## src/rtl/ysyx_23060061_lsu.sv

```systemverilog
// ysyx_23060061_lsu: multi-cycle load/store unit between the execute stage
// and the data-memory bus. One access in flight at a time, valid/ready on
// both sides, with misalignment detection, a bus timeout and draining of the
// late response that belongs to a timed-out access.
module ysyx_23060061_lsu #(
  parameter int XLEN    = 32,
  parameter int ADDR_W  = 32,
  parameter int TIMEOUT = 256
) (
  input  logic              clk,
  input  logic              rst,
  input  logic              req_valid,
  output logic              req_ready,
  input  logic              req_wen,
  input  logic [ADDR_W-1:0] req_addr,
  input  logic [XLEN-1:0]   req_wdata,
  input  logic [1:0]        req_size,
  input  logic              req_unsigned,
  output logic              rsp_valid,
  input  logic              rsp_ready,
  output logic [XLEN-1:0]   rsp_rdata,
  output logic [1:0]        rsp_err,
  output logic              mem_req_valid,
  input  logic              mem_req_ready,
  output logic              mem_we,
  output logic [ADDR_W-1:0] mem_addr,
  output logic [XLEN-1:0]   mem_wdata,
  output logic [XLEN/8-1:0] mem_wstrb,
  input  logic              mem_rsp_valid,
  input  logic [XLEN-1:0]   mem_rsp_rdata,
  input  logic              mem_rsp_err
);

  localparam int NB    = XLEN / 8;
  localparam int OFF_W = $clog2(NB);
  localparam int CNT_W = (TIMEOUT > 0) ? $clog2(TIMEOUT + 1) : 1;

  typedef enum logic [1:0] {IDLE, REQ, WAIT, RESP} state_t;

  state_t state, state_next;

  logic              we_q;
  logic [ADDR_W-1:0] addr_q;
  logic [XLEN-1:0]   wdata_q;
  logic [NB-1:0]     wstrb_q;
  logic [OFF_W-1:0]  off_q;
  logic [1:0]        size_q;
  logic              uns_q;
  logic [XLEN-1:0]   rdata_q;
  logic [1:0]        err_q;
  logic [CNT_W-1:0]  cnt;
  logic              orphan;

  logic              accept;
  logic              aligned;
  logic              timed_out;
  logic              rsp_take;
  logic [OFF_W-1:0]  req_off;
  logic [7:0]        size_bytes;
  logic [XLEN-1:0]   shifted;
  logic [XLEN-1:0]   load_mask;
  logic [XLEN-1:0]   load_data;
  logic              load_sign;

  assign req_ready = (state == IDLE) && rst;
  assign accept    = req_valid && req_ready;
  assign req_off   = req_addr[OFF_W-1:0];
  assign timed_out = (TIMEOUT != 0) && (cnt == CNT_W'(TIMEOUT));
  assign rsp_take  = (state == WAIT) && mem_rsp_valid && !orphan;

  assign mem_req_valid = (state == REQ);
  assign mem_we        = we_q;
  assign mem_addr      = addr_q;
  assign mem_wdata     = wdata_q;
  assign mem_wstrb     = wstrb_q;
  assign rsp_valid     = (state == RESP);
  assign rsp_rdata     = rdata_q;
  assign rsp_err       = err_q;

  // Alignment check and byte-count mask for the incoming request; a double on a 32-bit core is never aligned.
  always_comb begin
    aligned    = 1'b0;
    size_bytes = 8'h01;
    case (req_size)
      2'd0: begin
        aligned    = 1'b1;
        size_bytes = 8'h01;
      end
      2'd1: begin
        aligned    = ~req_addr[0];
        size_bytes = 8'h03;
      end
      2'd2: begin
        aligned    = (req_addr[1:0] == 2'b00);
        size_bytes = 8'h0F;
      end
      default: begin
        aligned    = (XLEN == 64) && (req_addr[2:0] == 3'b000);
        size_bytes = 8'hFF;
      end
    endcase
  end

  // Right-align the addressed lanes of the bus word, then mask and extend to the access size.
  always_comb begin
    shifted   = mem_rsp_rdata >> {off_q, 3'b000};
    load_mask = '1;
    load_sign = shifted[XLEN-1];
    case (size_q)
      2'd0: begin
        load_mask = XLEN'(8'hFF);
        load_sign = shifted[7];
      end
      2'd1: begin
        load_mask = XLEN'(16'hFFFF);
        load_sign = shifted[15];
      end
      2'd2: begin
        load_mask = XLEN'(32'hFFFF_FFFF);
        load_sign = shifted[31];
      end
      default: begin
        load_mask = '1;
        load_sign = shifted[XLEN-1];
      end
    endcase
    load_data = (shifted & load_mask) | ((!uns_q && load_sign) ? ~load_mask : '0);
  end

  // State register.
  always_ff @(posedge clk or negedge rst) begin
    if (!rst) begin
      state <= IDLE;
    end else begin
      state <= state_next;
    end
  end

  // Next-state logic; a timeout beats a late handshake in REQ, a real response beats the timeout in WAIT.
  always_comb begin
    state_next = state;
    case (state)
      IDLE: if (accept) state_next = aligned ? REQ : RESP;
      REQ: begin
        if (timed_out)          state_next = RESP;
        else if (mem_req_ready) state_next = WAIT;
      end
      WAIT: if (rsp_take || timed_out) state_next = RESP;
      RESP: if (rsp_ready) state_next = IDLE;
      default: state_next = IDLE;
    endcase
  end

  // Request capture, bus-side lane steering, timeout counter, result capture and orphan tracking.
  always_ff @(posedge clk or negedge rst) begin
    if (!rst) begin
      we_q    <= 1'b0;
      addr_q  <= '0;
      wdata_q <= '0;
      wstrb_q <= '0;
      off_q   <= '0;
      size_q  <= '0;
      uns_q   <= 1'b0;
      rdata_q <= '0;
      err_q   <= 2'b00;
      cnt     <= '0;
      orphan  <= 1'b0;
    end else begin
      case (state)
        IDLE: begin
          if (accept) begin
            off_q   <= req_off;
            size_q  <= req_size;
            uns_q   <= req_unsigned;
            cnt     <= '0;
            rdata_q <= '0;
            err_q   <= aligned ? 2'b00 : 2'b01;
            if (aligned) begin
              we_q    <= req_wen;
              addr_q  <= req_addr & ~ADDR_W'(NB - 1);
              wdata_q <= req_wdata << {req_off, 3'b000};
              wstrb_q <= req_wen ? (NB'(size_bytes) << req_off) : '0;
            end
          end
        end
        REQ: begin
          cnt <= cnt + CNT_W'(1);
          if (timed_out) err_q <= 2'b11;
        end
        WAIT: begin
          cnt <= cnt + CNT_W'(1);
          if (rsp_take) begin
            rdata_q <= (we_q || mem_rsp_err) ? '0 : load_data;
            err_q   <= mem_rsp_err ? 2'b10 : 2'b00;
          end else if (timed_out) begin
            err_q <= 2'b11;
          end
        end
        default: ;
      endcase

      if ((state == REQ) && timed_out && mem_req_ready) begin
        orphan <= 1'b1;
      end else if ((state == WAIT) && timed_out && !rsp_take) begin
        orphan <= 1'b1;
      end else if (mem_rsp_valid && orphan) begin
        orphan <= 1'b0;
      end
    end
  end

endmodule

```

## config.mk

```make
export PLATFORM = sky130hd
export DESIGN_NAME = ysyx_23060061_lsu
export DESIGN_NICKNAME = d
export VERILOG_FILES = /design/src/rtl/ysyx_23060061_lsu.sv
export SDC_FILE = /design/constraint.sdc
export NUM_CORES = 1
export LEC_CHECK = 0
export ABC_AREA = 1
export BUFFER_PORTS_ARGS = -buffer_cell sky130_fd_sc_hd__buf_2
export CORE_ASPECT_RATIO = 0.8
export CORE_MARGIN = 2
export CORE_UTILIZATION = 46
export CTS_CLUSTER_DIAMETER = 30
export DETAILED_ROUTE_END_ITERATION = 12
export GPL_ROUTABILITY_DRIVEN = 0
export PLACE_DENSITY = 0.87
export SYNTH_ARGS = -nofsm -noshare
export SYNTH_HDL_FRONTEND = slang
export SYNTH_SLANG_ARGS = --single-unit
```

## constraint.sdc

```tcl
create_clock -name clk -period 1.8 [get_ports clk]
set_input_delay 0.54 -clock clk [delete_from_list [all_inputs] [get_ports clk]]
set_output_delay 0.54 -clock clk [all_outputs]
set_load 0.005 [all_outputs]
```

## Yosys cells after proc, flatten, opt, wreduce, memory -nomap -nowiden

Cells that the tools add are included.

| word-level totals | value |
|---|---|
| logic and storage cells | 90 |
| output and inout bits | 106 |
| bits of input ports | 107 |
| bits in registers | 118 |

| cells by class | value |
|---|---|
| multiplexer cells | 28 |
| bitwise operators | 4 |
| equal/unequal tests | 12 |
| reduce and logical (&&, ||, !) cells | 30 |
| add/subtract/negate cells | 1 |
| shift operators | 3 |

Operator list:

| operator | number |
|---|---|
| $mux W32 | 4 |
| $pmux W32 S2 | 2 |
| $and A32 B32 Y32 | 1 |
| $not A32 Y32 | 1 |
| $or A32 B32 Y32 | 1 |
| $shl A32 B5 Y32 | 1 |
| $shr A32 B5 Y32 | 1 |
| $mux W2 | 10 |
| $pmux W9 S2 | 1 |
| $pmux W4 S3 | 1 |
| $logic_and A1 B1 Y1 | 10 |
| $add A9 B1 Y9 const B | 1 |
| $eq A9 B9 Y1 const B | 1 |
| $mux W9 | 1 |
| $logic_not A2 Y1 | 4 |
| $pmux W2 S4 | 1 |
| $eq A2 B1 Y1 const B | 3 |
| $eq A2 B2 Y1 const B | 3 |
| $pmux W2 S3 | 1 |
| $reduce_and A2 Y1 | 3 |
| $reduce_and A3 Y1 | 2 |
| $reduce_bool A3 Y1 | 2 |
| $mux W1 | 4 |
| $mux W4 | 1 |
| 12 further kinds | 18 |

## Longest topological paths before layout

| logic depth | value |
|---|---|
| depth in word-level cells | 8 |
| depth in mapped cells | 11 |
| gate-level depth less buffers | 10 |

## Worst setup path before layout

Ideal clock, no wire load.

| path | value |
|---|---|
| path kind | register -> register |
| from | reg state[0] |
| to | reg cnt[7] |
| buffers on the path | 1 |
| clock period less this slack | 1683 ps |
| stages on the path, launching flop included | 11 |
| data arrival time | 1565 ps |
| slack | 117 ps |
| data required time | 1682 ps |
| cell sequence | dfrtp_1 > inv_1 > ha_1 > clkbuf_2 > inv_1 > o21ai_2 > nand2_1 > nor2_1 > nand2_1 > nand2_1 > nor2_1 |

| between the ends | value |
|---|---|
| cells in the longest elaborated chain, start to end | 5 |
| elaborated cells between the ends (all ways) | 10 |
| classes of those cells | 3 x eq/ne; 1 x mux; 6 x reduce/logical |

Ends and longest elaborated chain:

| element | line | source |
|---|---|---|
| start, declared | 40 | `state_t state, state_next;` |
| start signal, assigned | 135 | `state <= state_next;` |
| $logic_not A2 Y1 | 65, 169 |  |
| $logic_and A1 B1 Y1 | 65 | `assign req_ready = (state == IDLE) && rst;` |
| $logic_and A1 B1 Y1 | 66 | `assign accept = req_valid && req_ready;` |
| $ne A2 B2 Y1 (no source line) | n/a |  |
| $reduce_and A2 Y1 (no source line) | n/a |  |
| end signal, assigned | 187 | `cnt <= cnt + CNT_W'(1);` |
| end signal, assigned | 191 | `cnt <= cnt + CNT_W'(1);` |
| end, declared | 51 | `logic [CNT_W-1:0] cnt;` |

Parallel ways exist; a longest one is shown, timed or not.
A chain may end at the register's enable or synchronous reset.

## Worst setup path after layout

| path | value |
|---|---|
| from | reg state[1] |
| to | out req_ready |

| between the ends | value |
|---|---|
| cells in the longest elaborated chain, start to end | 2 |

Ends and longest elaborated chain:

| element | line | source |
|---|---|---|
| $logic_not A2 Y1 | 65 |  |
| $logic_and A1 B1 Y1 | 65 |  |
| end, declared | 13 | `output logic req_ready,` |

No other way between the ends.

==> impl_metrics.yaml <==
setup_path:
  r2r-start: "state[0]"
  critPathKind: "flop to output pin"
  crit_arrival_ns: 1.28
  cp_cell_sequence: "inv_2, ha_4, buf_6, nand2_4, inv_2, buf_6"
  path_max_fanout: 2
  critPathSlowestCell: "dfrtp_1"
  crit_path_max_incr_delay_ns: 0.36
  required_ns: 1.26
  worst_setup_path_start_kind: "flop"
  rrSetupSlack_ns: 0.09
  r2r_end: "rsp_rdata[14]"
  critPathCaptureType: "output pin"
  r2r_cells: 11
sta:
  tightest_slew_ns: 0.630
  fin_crit_ns: 1.82
  setup_viol: 2
  hold_viol: 0
  rsz0062_at_grt: "true"
  slew_headroom_pct: 58.0
  worst_slack_ns: -0.0227
  skew_ns: 0.00892
  max_freq_ghz: 0.549
  min_period_over_period_pct: 101
  slew_viol_final: 0
  hold_ws_ns: 0.324
run_status:
  failed_checks: "setup timing"
  status: "complete, but fails checks"
power_and_ir_drop:
  internal-power_uw: 8380
  peakVddDrop_v: 0.000930
  p_comb_share_pct: 40.5
  clkPwrFrac_pct: 25.9
  power.density_nw_per_um2: 1690
  swShare_pct: 39.1
  switchingPower_uw: 5390
  pwr-share-seq_pct: 33.6
  leakagePower_uw: 0.00472
final_layout:
  multi_input_area_sq_um: 2810
  area_growth_pct: 32.5
  nNetsFinal: 1165
  final_area_sq_um: 8160
  fill_cells: 1110
  seq_area_sq_um: 2950
  final_cells: 1240
  drive_gt1_share_pct: 28.9
drt:
  wl_per_cell_um: 14.5
  drt_iter0_drc: 474
  drc_errors: 0
  ant_nets: 0
  wl_met3_mm: 1.76
  totalWireLength_mm: 18.0
  viasPerCell: 5.11
  dr.max_layer_used: "met4"
  dr_wl_met2_mm: 8.62
  dr.pass1.iters: 5
  wl_met1_mm: 7.21
  num_vias: 6340
clock_tree:
  clk_pin_slew_worst_paths_ns: 0.06
  htree_levels: 4
  cts_buffer_depth: 2
  cts_tree: "done"
  worst_skew_pair.late_latency_ns: 0.41
  clock-sinks: 118
  root_buffer: "clkbuf_16"
  hold_buffers: 0
  cts_made_buffers: 17
placement:
  io_buffers: 210
  place_area_sq_um: 7430
  dp_hpwl_mm: 12.8
  dp_cells: 1205
yosys:
  ys_seq_area_share_pct: 48.0
  syn_avg_cell_area_sq_um: 7.37
  netlist_area_sq_um: 6150
  yosysWarnings: 0
  yosysTopAreaCell: "dfrtp_1"
  synth_seq_cells: 118
  ys_types: 31
  netlist_top_cells_area: "dfrtp_1 48%, nand2_1 23%, o21ai_0 5.0%, nand3_1 3.7%, nor2_1 3.6%"
  synth_cells: 835
  yosysTopAreaCellShare_pct: 48.0
min_path:
  hp-start: "req_addr[20]"
  hp-class: "primary input to flop"
  holdPathStages: 3
  hold_end: "mem_addr[20]"
global_route:
  grt_pass1_vias: 5901
  antenna_found_initial: 0
  grt_usage_pct: 25.7
  grt_pass1_wl_mm: 29.1
  grt_max_degree: 119
  overflow: 0
floorplanning:
  core-area_sq_um: 13000
  io_pins: 213
  start_util_pct: 47.5
  fp.dieW_um: 133
  rows: 37
  dieHeight_um: 107
  dieArea_sq_um: 14300
flow_run:
  max_cap_viol_count: 0
==> critical path: cells and delay by family (launching register included) <==
| family | cells | cell delay, ns |
|---|---|---|
| simple gates | 1 | 0.05 |
| fa+ha+maj | 1 | 0.15 |
| flops | 1 | 0.36 |
| buf+inv | 4 | 0.30 |
==> kinds of logic after synthesis <==
family / after synthesis / synth area share (%)
other: 1 / 0.0609
AO/OA/AOI/OAI: 104 / 9.17
AND/OR/NAND/NOR: 504 / 32.7
buffers and inverters: 95 / 7.71
adder cells (fa/ha/maj): 7 / 1.42
multiplexers: 6 / 0.976
flip-flops: 118 / 48.0
==> through the flow <==
stage	setup TNS (ns)	util, %	total power (uW)	setup WS [ns]
2_1_floorplan	0	-	7630	0.117
3_3_place_gp	0	57.3	9780	0.129
3_5_place_dp	0	57.3	9940	0.0789
4_1_cts	-0.0569	62.6	13700	-0.0377
5_1_grt	-0.219	62.9	14800	-0.0911
6_report	-0.0228	62.9	13800	-0.0227
==> metal layers <==
metal  global-route usage (%)  up-vias
li1                         -     3061
met1                     32.8     2904
met2                     42.3      335
met3                     6.78       40
met4                     9.73        0
met5                        0        -
==> layout by cell type, fill, tap and decap left out, types with 2 or more instances in the layout <==
cell type,instances
buf_4,28
ha_1,3
inv_6,6
inv_2,6
o21ai_0,61
o21ai_1,2
nand2_2,4
a21oi_1,21
clkinv_1,2
buf_12,5
inv_1,40
nor2_1,55
dfrtp_1,118
o211ai_1,3
bufinv_16,3
o31ai_1,6
ha_4,3
buf_6,2
mux2i_1,6
conb_1,2
clkinv_4,4
a31oi_1,6
clkbuf_16,17
nor2_2,12
nand2_1,378
nand3_1,46
buf_2,208
nand4_1,4
==> synth_stat cells <==
cell	instances
buf_6	7
o221ai_1	1
nor3_1	2
clkbuf_1	16
nand2_1	381
nand3_1	46
inv_2	3
o211ai_1	3
dfrtp_1	118
a211oi_1	1
inv_1	43
nand4_1	4
a31oi_1	6
nand3_2	1
o31ai_1	6
o21ai_1	3
nand2_2	2
nor2_2	8
a21oi_1	21
nor2_1	59
nand4_4	1
conb_1	1
ha_1	7
o21ai_2	1
buf_2	9
o21ai_0	61
a21oi_2	1
buf_4	14
mux2i_1	6
clkinv_1	2
clkbuf_2	1
==> worst max-delay path by stage <==
stage	start	to	slack, ns	cells past startpoint
3_5_place_dp	state[0]	rsp_rdata[16]	0.08	10
3_3_place_gp	req_addr[0]	mem_wdata[27]	0.13	9
6_report	state[1]	req_ready	-0.02	6
5_1_grt	state[1]	req_ready	-0.09	6
2_1_floorplan	state[0]	cnt[7]	0.12	10
4_1_cts	state[1]	req_ready	-0.04	6
==> sequential cells by signal, summed over array words and instances, names as in the netlist <==
signal / flops
mem_wdata: 32
rsp_rdata: 32
mem_addr: 30
cnt: 9
mem_wstrb: 4
off_q: 2
rsp_err: 2
size_q: 2
state: 2
mem_we: 1
orphan: 1
uns_q: 1
==> layout make-up <==
type,instances,area share (%)
antenna,1,0.0307
clock buffer,18,5.26
clock inverter,14,2.32
inverter,48,2.21
multi-input combinational,623,34.4
sequential,118,36.2
tap,175,2.68
timing repair buffer,243,16.8
==> repair_timing <==
item                       in CTS  in global routing
setup endpoints to repair       3                 42
gates cloned                    0                  0
pin swaps                       1                  3
buffers inserted                2                  0
resized for setup              12                 11
==> power groups by stage <==
stage                     Combinational, uW  Clock (uW)  Sequential [uW]
after detailed placement               5350           0             4590
after global placement                 5170           0             4610
final                                  5570        3570             4630
after floorplan                        3030           0             4600
after CTS                              5490        3620             4610
after global routing                   6270        3760             4780
(Power assumes the default switching activity.)
